File: src/rtl/can_rx_crc_ctrl_pkg.sv
// can_pkg: shared constants, field-state encoding and a data-length helper
// for the CAN receive-path CRC sequencer.
package can_pkg;

   localparam int CRC_W          = 15;
   localparam int MAX_DATA_BYTES = 8;

   localparam int SOF_ARB_BITS  = 13;
   localparam int CTRL_BITS     = 6;
   localparam int EXT_BITS      = 20;
   localparam int MAX_DATA_BITS = 64;

   localparam logic [2:0] FLD_IDLE    = 3'd0;
   localparam logic [2:0] FLD_SOF_ARB = 3'd1;
   localparam logic [2:0] FLD_CTRL    = 3'd2;
   localparam logic [2:0] FLD_DATA    = 3'd3;
   localparam logic [2:0] FLD_CRC     = 3'd4;
   localparam logic [2:0] FLD_DELIM   = 3'd5;
   localparam logic [2:0] FLD_ARB_EXT = 3'd6;

   typedef enum logic [2:0] {
      ST_IDLE    = FLD_IDLE,
      ST_SOF_ARB = FLD_SOF_ARB,
      ST_CTRL    = FLD_CTRL,
      ST_DATA    = FLD_DATA,
      ST_CRC     = FLD_CRC,
      ST_DELIM   = FLD_DELIM,
      ST_ARB_EXT = FLD_ARB_EXT
   } field_e;

   // Number of data-field bits for a frame: none for remote frames,
   // otherwise 8 per byte with DLC values above max_bytes saturating.
   function automatic logic [6:0] calc_data_bits(logic rtr, logic [3:0] dlc, int max_bytes);
      int n;
      n = (int'(dlc) > max_bytes) ? max_bytes : int'(dlc);
      if (rtr) n = 0;
      return 7'(n * 8);
   endfunction

endpackage

File: src/rtl/can_rx_crc_ctrl_cmp.sv
// can_crc_cmp: captures the received CRC field (MSB first) and compares it
// with the CRC core result when the delimiter arrives.
module can_crc_cmp #(
   parameter int CRC_W = 15
) (
   input  logic             clk,
   input  logic             rst_n,
   input  logic             i_shift,
   input  logic             i_bit,
   input  logic             i_cmp,
   input  logic [CRC_W-1:0] i_crc_in,
   output logic             o_crc_ok,
   output logic             o_crc_err
);

   logic [CRC_W-1:0] r_cap;

   // Capture register and one-clk result pulses.
   always_ff @(posedge clk or negedge rst_n) begin
      if (!rst_n) begin
         r_cap     <= '0;
         o_crc_ok  <= 1'b0;
         o_crc_err <= 1'b0;
      end else begin
         if (i_shift) r_cap <= {r_cap[CRC_W-2:0], i_bit};
         o_crc_ok  <= i_cmp & (r_cap == i_crc_in);
         o_crc_err <= i_cmp & (r_cap != i_crc_in);
      end
   end

endmodule

File: src/rtl/can_rx_crc_ctrl.sv
// can_rx_crc_ctrl: follows CAN frame fields on the destuffed receive stream,
// feeds SOF..data bits to the external CRC-15 core and checks the received CRC.
// Optional macro CAN_EXT_ID_EN adds extended-identifier (ARB_EXT) handling.
//
//   state      | meaning
//   IDLE    (0)| bus idle, waiting for a dominant SOF; CRC core held clear
//   SOF_ARB (1)| SOF + 11 ID bits + RTR/SRR
//   CTRL    (2)| IDE, r0, DLC[3:0]
//   DATA    (3)| data-field bits
//   CRC     (4)| 15 received CRC bits captured, core frozen
//   DELIM   (5)| CRC delimiter, result reported here
//   ARB_EXT (6)| 18 extended ID bits + RTR + r1 (option)
module can_rx_crc_ctrl #(
   parameter int CRC_W          = can_pkg::CRC_W,
   parameter int MAX_DATA_BYTES = can_pkg::MAX_DATA_BYTES
) (
   input  logic             clk,
   input  logic             rst_n,
   input  logic             i_rx_bit,
   input  logic             i_rx_bit_valid,
   input  logic             i_rx_stuff,
   input  logic             i_rx_abort,
   input  logic [CRC_W-1:0] i_crc_in,
   output logic             o_crc_din,
   output logic             o_crc_en,
   output logic             o_crc_clr,
   output logic             o_busy,
   output logic [2:0]       o_field,
   output logic [3:0]       o_dlc,
   output logic             o_rtr,
   output logic             o_crc_ok,
   output logic             o_crc_err,
   output logic             o_form_err
);
   import can_pkg::*;

   field_e     r_state;
   logic [6:0] r_bit_cnt;
   logic [6:0] r_data_bits;

   logic       w_acc;
   logic       w_crc_state;
   logic [6:0] w_data_bits;

   assign w_acc       = i_rx_bit_valid & ~i_rx_stuff & ~i_rx_abort;
   // Bits that go through the LFSR: SOF (dominant bit seen in IDLE) through the data field.
   assign w_crc_state = (r_state == ST_SOF_ARB) || (r_state == ST_CTRL) ||
                        (r_state == ST_DATA) || (r_state == ST_ARB_EXT) ||
                        ((r_state == ST_IDLE) && !i_rx_bit);
   assign w_data_bits = calc_data_bits(o_rtr, {o_dlc[2:0], i_rx_bit}, MAX_DATA_BYTES);

   assign o_busy  = (r_state != ST_IDLE);
   assign o_field = r_state;

   // Frame field sequencer with registered CRC-core controls.
   always_ff @(posedge clk or negedge rst_n) begin
      if (!rst_n) begin
         r_state     <= ST_IDLE;
         r_bit_cnt   <= '0;
         r_data_bits <= '0;
         o_dlc       <= '0;
         o_rtr       <= 1'b0;
         o_crc_en    <= 1'b0;
         o_crc_din   <= 1'b0;
         o_crc_clr   <= 1'b1;
         o_form_err  <= 1'b0;
      end else begin
         o_crc_en   <= w_acc & w_crc_state;
         o_crc_din  <= w_acc & w_crc_state & i_rx_bit;
         o_form_err <= 1'b0;
         if (i_rx_abort) begin
            r_state   <= ST_IDLE;
            r_bit_cnt <= '0;
            o_crc_clr <= 1'b1;
         end else if (w_acc) begin
            case (r_state)
               ST_IDLE: begin
                  if (!i_rx_bit) begin
                     r_state   <= ST_SOF_ARB;
                     r_bit_cnt <= 7'd1;
                     o_crc_clr <= 1'b0;
                  end
               end
               ST_SOF_ARB: begin
                  if (r_bit_cnt == 7'(SOF_ARB_BITS - 1)) begin
                     o_rtr     <= i_rx_bit;
                     r_state   <= ST_CTRL;
                     r_bit_cnt <= '0;
                  end else begin
                     r_bit_cnt <= r_bit_cnt + 7'd1;
                  end
               end
               ST_CTRL: begin
                  if ((r_bit_cnt == 7'd0) && i_rx_bit) begin
`ifdef CAN_EXT_ID_EN
                     r_state   <= ST_ARB_EXT;
                     r_bit_cnt <= '0;
`else
                     o_form_err <= 1'b1;
                     r_state    <= ST_IDLE;
                     r_bit_cnt  <= '0;
                     o_crc_clr  <= 1'b1;
`endif
                  end else if (r_bit_cnt == 7'(CTRL_BITS - 1)) begin
                     o_dlc       <= {o_dlc[2:0], i_rx_bit};
                     r_data_bits <= w_data_bits;
                     r_bit_cnt   <= '0;
                     r_state     <= (w_data_bits == 7'd0) ? ST_CRC : ST_DATA;
                  end else begin
                     if (r_bit_cnt >= 7'd2) o_dlc <= {o_dlc[2:0], i_rx_bit};
                     r_bit_cnt <= r_bit_cnt + 7'd1;
                  end
               end
`ifdef CAN_EXT_ID_EN
               ST_ARB_EXT: begin
                  if (r_bit_cnt == 7'(EXT_BITS - 2)) o_rtr <= i_rx_bit;
                  if (r_bit_cnt == 7'(EXT_BITS - 1)) begin
                     // IDE already consumed; resume CTRL at r0.
                     r_state   <= ST_CTRL;
                     r_bit_cnt <= 7'd1;
                  end else begin
                     r_bit_cnt <= r_bit_cnt + 7'd1;
                  end
               end
`endif
               ST_DATA: begin
                  if (r_bit_cnt == r_data_bits - 7'd1) begin
                     r_state   <= ST_CRC;
                     r_bit_cnt <= '0;
                  end else begin
                     r_bit_cnt <= r_bit_cnt + 7'd1;
                  end
               end
               ST_CRC: begin
                  if (r_bit_cnt == 7'(CRC_W - 1)) begin
                     r_state   <= ST_DELIM;
                     r_bit_cnt <= '0;
                  end else begin
                     r_bit_cnt <= r_bit_cnt + 7'd1;
                  end
               end
               ST_DELIM: begin
                  o_form_err <= ~i_rx_bit;
                  r_state    <= ST_IDLE;
                  r_bit_cnt  <= '0;
                  o_crc_clr  <= 1'b1;
               end
               default: begin
                  r_state   <= ST_IDLE;
                  r_bit_cnt <= '0;
                  o_crc_clr <= 1'b1;
               end
            endcase
         end
      end
   end

   can_crc_cmp #(.CRC_W(CRC_W)) u_cmp (
      .clk       (clk),
      .rst_n     (rst_n),
      .i_shift   (w_acc && (r_state == ST_CRC)),
      .i_bit     (i_rx_bit),
      .i_cmp     (w_acc && (r_state == ST_DELIM) && i_rx_bit),
      .i_crc_in  (i_crc_in),
      .o_crc_ok  (o_crc_ok),
      .o_crc_err (o_crc_err)
   );

endmodule

File: config.mk
export PLATFORM = sky130hd
export DESIGN_NAME = can_rx_crc_ctrl
export DESIGN_NICKNAME = d
export VERILOG_FILES = /design/src/rtl/can_rx_crc_ctrl_pkg.sv /design/src/rtl/can_rx_crc_ctrl_cmp.sv /design/src/rtl/can_rx_crc_ctrl.sv
export SDC_FILE = /design/constraint.sdc
export NUM_CORES = 1
export LEC_CHECK = 0
export BUFFER_PORTS_ARGS = -buffer_cell sky130_fd_sc_hd__buf_2
export CORE_MARGIN = 2
export CORE_UTILIZATION = 50
export DETAILED_ROUTE_END_ITERATION = 10
export PLACE_DENSITY = 0.72
export SYNTH_ARGS = -nofsm -noshare
export SYNTH_HDL_FRONTEND = slang
export SYNTH_HIERARCHICAL = 1
export SYNTH_SLANG_ARGS = --single-unit
File: constraint.sdc
create_clock -name clk -period 2.69 [get_ports clk]
set_input_delay 0.1345 -clock clk [delete_from_list [all_inputs] [get_ports clk]]
set_output_delay 0.1345 -clock clk [all_outputs]
set_load 0.02 [all_outputs]
### Word-level counts from Yosys, hierarchy flattened

Cells that the tools add are included.

* output and inout bits: 15
* bits in registers: 40
* logic and storage cells: 100

* bitwise operators: 10
* $add $sub $neg: 2
* reductions and logical operators: 23
* equality and inequality tests: 19
* magnitude comparators: 2
* mux-type cells: 32

Operators with widths (count)
* 7-bit two-way mux: 8
* 7-bit case mux with 5 select lines: 1
* 3-bit two-way mux: 9
* 4-bit two-way mux: 4
* 15-bit == test: 1
* 15-bit != test: 1
* 3-bit case mux with 5 select lines: 1
* 7-bit by 4-bit == test with 1-bit output (second input constant): 2
* 7-bit zero test: 2
* 5-bit AND reduction: 2
* 3-bit == test (second input constant): 3
* 3-bit by 2-bit != test with 1-bit output (second input constant): 3
* 4-bit AND reduction: 2
* 7-bit by 1-bit adder with 7-bit output (second input constant): 1
* 7-bit by 3-bit == test with 1-bit output (second input constant): 1
* 7-bit == test: 1
* 7-bit by 2-bit >= comparator with 1-bit output (second input constant): 1
* 1-bit two-way mux: 7
* 7-bit by 1-bit subtractor with 7-bit output (second input constant): 1
* 1-bit bitwise AND: 6
* 3-bit by 2-bit == test with 1-bit output (second input constant): 2
* 3-bit != test (second input constant): 2
* 6-bit AND reduction: 1
* 1-bit logical AND: 5
* 14 further kinds: 21

### Depth between registers and ports, before layout

* depth after elaboration: 10
* depth in mapped cells: 7
* depth with buffers taken out: 7

### Hierarchy

The synthesis kept the hierarchy.

By module, submodules not included
* can_rx_crc_ctrl: cells an instance 166, area each 1525.2 sq um, instances 1
* can_crc_cmp: cells an instance 56, area each 800.8 sq um, instances 1

### Least setup slack after synthesis

OpenSTA, ideal clock, no wires.

* path type: register -> register
* start point: register r_bit_cnt[3]
* end point: register r_state[0] (netlist: o_field[0])
* library setup time: 0.077 ns
* arrival: 2.149 ns
* required time: 2.613 ns
* path slack: 0.464 ns
* stages on the path, launching flop included: 7
* path through: dfrtp_1 -> buf_6 -> or4_4 -> a21o_1 -> a211o_4 -> or4_1 -> a21oi_1

* cells in the longest elaborated chain, start to end: 6
* elaborated cells on any way between the ends: 15

RTL lines
* from (decl): line can_rx_crc_ctrl.sv:38 `logic [6:0] r_bit_cnt;`
* from (signal assigned): line can_rx_crc_ctrl.sv:90 `r_bit_cnt <= r_bit_cnt + 7'd1;`
* from (signal assigned): line can_rx_crc_ctrl.sv:111 `r_bit_cnt <= r_bit_cnt + 7'd1;`
* from (signal assigned): line can_rx_crc_ctrl.sv:131 `r_bit_cnt <= r_bit_cnt + 7'd1;`
* 7-bit zero test: line can_rx_crc_ctrl.sv:94 `if ((r_bit_cnt == 7'd0) && i_rx_bit) begin`
* 1-bit logical AND: line can_rx_crc_ctrl.sv:94
* 3-bit two-way mux: line can_rx_crc_ctrl.sv:94
* 3-bit case mux with 5 select lines: line can_rx_crc_ctrl.sv:76 `case (r_state)`
* 3-bit two-way mux: line can_rx_crc_ctrl.sv:75 `end else if (w_acc) begin`
* 3-bit two-way mux: line can_rx_crc_ctrl.sv:71 `if (i_rx_abort) begin`
* to (signal assigned): line can_rx_crc_ctrl.sv:108 `r_state <= (w_data_bits == 7'd0) ? ST_CRC : ST_DATA;`
* to (decl): line can_rx_crc_ctrl.sv:37 `field_e r_state;`

Parallel ways exist; a longest one is shown, timed or not. The select of a mux whose other input is x is not followed.
A chain may end at the register's enable or synchronous reset.

### Worst setup path after layout

Same ends and word-level chain as after synthesis.

==> impl_metrics.csv <==
group,metric,value,unit
status,run_status,"finished, final reports clean",
floorplanning,y_dimension_of_the_die,72.2,microns
logic_synthesis,ys_seq_elements,40,
route,route.antenna.remaining_nets,0,
logic_synthesis,synthFlopType,"sky130_fd_sc_hd__dfrtp_1",
layout,commonest_non_fill_non_tap_cell_in_the_layout,"sky130_fd_sc_hd__dfrtp_1",
logic_synthesis,synth_area,0.00233,sq mm
layout,antennaDiodeCount,0,
route,overall_via_count_from_detail_route,1765,
global_route,grt_pass1_vias,1746,
timing,skew,0.00793,ns
global_route,first_pass_grt_wire_length,8070,microns
worst_setup_path,worstReg2RegStart,"r_bit_cnt[3]$_DFFE_PN0P_",
worst_setup_path,crit_type,"flip-flop to flip-flop",
route,drt-pass1-iter-count,4,
timing,tightest_slew,0.888,ns
timing,setup_violations,0,
power,leakagePower,1.28,nW
clock_network,ctsLongestPathBuffers,2,
floorplanning,io-pin-count,36,
layout,area_growth_syn_to_layout,11.0,%
clock_network,tritoncts,"done",
route,drt_first_iter_violations,153,
worst_setup_path,kind_of_cell_adding_the_most_delay_to_the_critical_path,"simple AND/OR/NAND/NOR gates",
clock_network,cts_hold_fix_bufs,1,
clock_network,cts-resized-gates,0,
logic_synthesis,synthesis.nets,248,
worst_setup_path,critical_path.startpoint,"r_bit_cnt[3]$_DFFE_PN0P_",
global_route,globalRoute.totalOverflow,0,
floorplanning,die_w,72.2,microns
clock_network,clock_sinks,40,
route,drt-total-wl,4820,microns
worst_setup_path,critical_path_peak_fanout,9,
layout,share_of_final_layout_standard_cells_stronger_than_drive_strength_1,0.323,
global_route,grt_start_max_net_pins,41,
timing,fin_crit_sh,0.872,
worst_setup_path,critical_path.startpoint_type,"flip-flop",
floorplanning,placement_rows,24,
logic_synthesis,synth-edff-count,0,
worst_setup_path,cp_num_cells,5,
clock_network,cts_root_buf,"sky130_fd_sc_hd__clkbuf_8",
placed_design,routabilityCongestion,0.871,
clock_network,clk_latency,0.29,ns
timing,slew_viol_final,0,
placed_design,placement.io_buffers,35,
run,cap_violations,0,
worst_setup_path,worst_ep_arrival_time,2.56,ns
logic_synthesis,yosys.area.top_type_share,0.420,
logic_synthesis,ys_seq_area_frac,0.431,
global_route,grt_antenna_before_repair,0,
worst_setup_path,worst-endpoint-required,2.90,ns
worst_setup_path,timing.reg2reg.worst_path_depth,5,
clock_network,total_cts_buffers,5,
layout,postLayoutCoreUtil,0.585,
clock_network,cts-htree-levels,2,
logic_synthesis,synthDominantAreaCellType,"sky130_fd_sc_hd__dfrtp_1",
route,detail_route.drc_violations,0,
logic_synthesis,yosys-top-cells-area,"sky130_fd_sc_hd__dfrtp_1 42%, sky130_fd_sc_hd__mux2_2 9.2%, sky130_fd_sc_hd__xor2_1 5.6%",
logic_synthesis,yosysUniqueCellTypes,53,
power,vdd.ir_drop.worst,0.298,mV
floorplanning,fp.dieArea,0.00521,sq mm
worst_setup_path,crit_path_end,"o_field[0]$_DFFE_PN0P_",
timing,slew_headroom,0.408,
placed_design,hpwl,3520,microns
worst_setup_path,crit_path_end_kind,"flip-flop",
floorplanning,fp.coreArea,0.00441,sq mm
global_route,groute.usage.overall,0.199,
floorplanning,floorplan.initialDensity,0.527,
timing,hold_viol_final,0,
worst_setup_path,critical_path.slowest_cell,"sky130_fd_sc_hd__or4_4",
worst_setup_path,worstPathBufferInverterCount,0,
logic_synthesis,syn_avg_cell_area,10.5,sq um
route,wl_per_cell,15.6,microns
hold_path,min_path_type,"input port to flip-flop",
logic_synthesis,postSynth.asyncResetShare,1.00,
timing,finalWorstPathRequiredPeriod,2.34,ns
layout,layout.filler_cells,400,
clock_network,clkSlewWorstSetupHoldPaths,0.08,ns
route,vias_per_cell,5.71,
logic_synthesis,netlist_instances,222,
worst_setup_path,setup.reg_to_reg.worst_slack,0.35,ns
timing,max_clock_freq,0.427,GHz
layout,most_frequent_cells_in_the_layout,"39 x sky130_fd_sc_hd__dfrtp_1, 35 x sky130_fd_sc_hd__buf_2, 21 x sky130_fd_sc_hd__nand2_1, 19 x sky130_fd_sc_hd__mux2_2, 15 x sky130_fd_sc_hd__xor2_1",
worst_setup_path,r2r_path_end,"o_field[0]$_DFFE_PN0P_",
worst_setup_path,critPathMaxStageDelay,0.60,ns
timing,fin_tns_setup,0,ns
worst_setup_path,cp_cell_sequence,"or4_4, a21o_1, a211o_4, or4_1, a21oi_1",
layout,nNetsFinal,282,
timing,grt_setup_unrepaired,"false",
power,power-per-cell-area,461,mW/mm^2
clock_network,cts_post_setup_buffers_inserted,0,
logic_synthesis,synthesis.yosys.warnings,6,
-- how the worst min path moves through the flow --
stage                    start                          to  slack [ns]  cells after the start
global placement         rst_n    r_bit_cnt[1]$_DFFE_PN0P_        0.32                      1
detailed placement       rst_n  r_data_bits[5]$_DFFE_PN0P_        0.31                      1
floorplan                rst_n         o_crc_din$_DFF_PN0_       -0.16                      0
global route        i_rx_abort      o_field[0]$_DFFE_PN0P_        0.12                      2
CTS                 i_rx_abort      o_field[0]$_DFFE_PN0P_        0.12                      2
finish              i_rx_abort      o_field[0]$_DFFE_PN0P_        0.12                      2
-- power breakdown --
group | internal, mW | leakage [nW] | switching (mW)
clock | 0.208 | 0.0434 | 0.216
combinational | 0.0581 | 0.683 | 0.0852
sequential | 0.611 | 0.553 | 0.0128
-- sequential cells by signal, indices dropped and copies added (netlist names) --
signal / count
o_crc_din: 1
r_data_bits: 4
o_rtr: 1
u_cmp/o_crc_err: 1
o_crc_en: 1
u_cmp/r_cap: 15
o_crc_clr: 1
o_field: 3
r_bit_cnt: 7
u_cmp/o_crc_ok: 1
o_dlc: 4
o_form_err: 1
-- worst reg2reg max path, cell delays in order, from the launching register on --
cell and delay (ns):
sky130_fd_sc_hd__dfrtp_1 0.49, sky130_fd_sc_hd__or4_4 0.60, sky130_fd_sc_hd__a21o_1 0.18, sky130_fd_sc_hd__a211o_4 0.38
sky130_fd_sc_hd__or4_1 0.47, sky130_fd_sc_hd__a21oi_1 0.16
-- per-layer routing --
metal  share of wire  vias up  routed length [microns]  global-route usage
li1                -      847                        -                   -
met1            0.47      876                     2260               0.274
met2            0.48       40                     2340               0.314
met3           0.043        2                      206              0.0403
met4          0.0052        0                       25              0.0713
met5               0        -                        0                   0
-- synth_stat cells (2+ instances only) --
master                     count
sky130_fd_sc_hd__dfrtp_1      39
sky130_fd_sc_hd__nand2_1      21
sky130_fd_sc_hd__mux2_2       19
sky130_fd_sc_hd__xor2_1       15
sky130_fd_sc_hd__nor2_1       14
sky130_fd_sc_hd__inv_1        10
sky130_fd_sc_hd__nor3_1        8
sky130_fd_sc_hd__o21ai_0       8
sky130_fd_sc_hd__xnor2_1       8
sky130_fd_sc_hd__ha_1          5
sky130_fd_sc_hd__a21oi_1       4
sky130_fd_sc_hd__a31oi_1       4
sky130_fd_sc_hd__nand3_1       4
sky130_fd_sc_hd__a21o_1        3
sky130_fd_sc_hd__and2_1        3
sky130_fd_sc_hd__clkbuf_1      3
sky130_fd_sc_hd__nand4_1       3
sky130_fd_sc_hd__nor4_2        3
sky130_fd_sc_hd__o221ai_1      3
sky130_fd_sc_hd__a41oi_1       2
sky130_fd_sc_hd__and3_1        2
sky130_fd_sc_hd__and3_2        2
sky130_fd_sc_hd__buf_6         2
sky130_fd_sc_hd__clkbuf_8      2
sky130_fd_sc_hd__nand3b_1      2
sky130_fd_sc_hd__nor2b_1       2
sky130_fd_sc_hd__nor3b_1       2
sky130_fd_sc_hd__or2_2         2
sky130_fd_sc_hd__or3b_2        2
sky130_fd_sc_hd__or4b_2        2
-- kinds of logic after synthesis --
logic type                 count (synthesis)  share of synthesized area
and+or+nand+nor                           78                      0.187
buffers and inverters                     22                     0.0656
AOI/OAI and AO/OA                         35                      0.111
adders and majority gates                  5                     0.0269
muxes                                     19                     0.0920
xor gates and xnor gates                  23                     0.0866
DFF                                       40                      0.431
-- per-stage QoR --
stage | total power, mW | std cells | hold slack [ns] | instance area, sq um | setup slack, ns
final | 1.19 | 309 | 0.120 | 2580 | 0.345
after global routing | 1.24 | 309 | 0.122 | 2580 | 0.261
after CTS | 1.20 | 309 | 0.119 | 2580 | 0.357
after detailed placement | 0.778 | 300 | 0.310 | 2470 | 0.382
after global placement | 0.776 | 300 | 0.320 | 2470 | 0.404
after floorplan | 0.731 | 222 | -0.161 | 2330 | 0.464
-- cell type report --
type | instances | area (sq um) | area share
clock buffer | 6 | 82.6 | 0.0320
clock inverter | 2 | 15.0 | 0.00582
inverter | 10 | 37.5 | 0.0145
multi-input combinational | 160 | 1170 | 0.454
sequential | 40 | 1000 | 0.388
tap | 52 | 65.1 | 0.0252
timing repair buffer | 39 | 208 | 0.0805
Note: power is estimated with default switching activity, not from simulation.
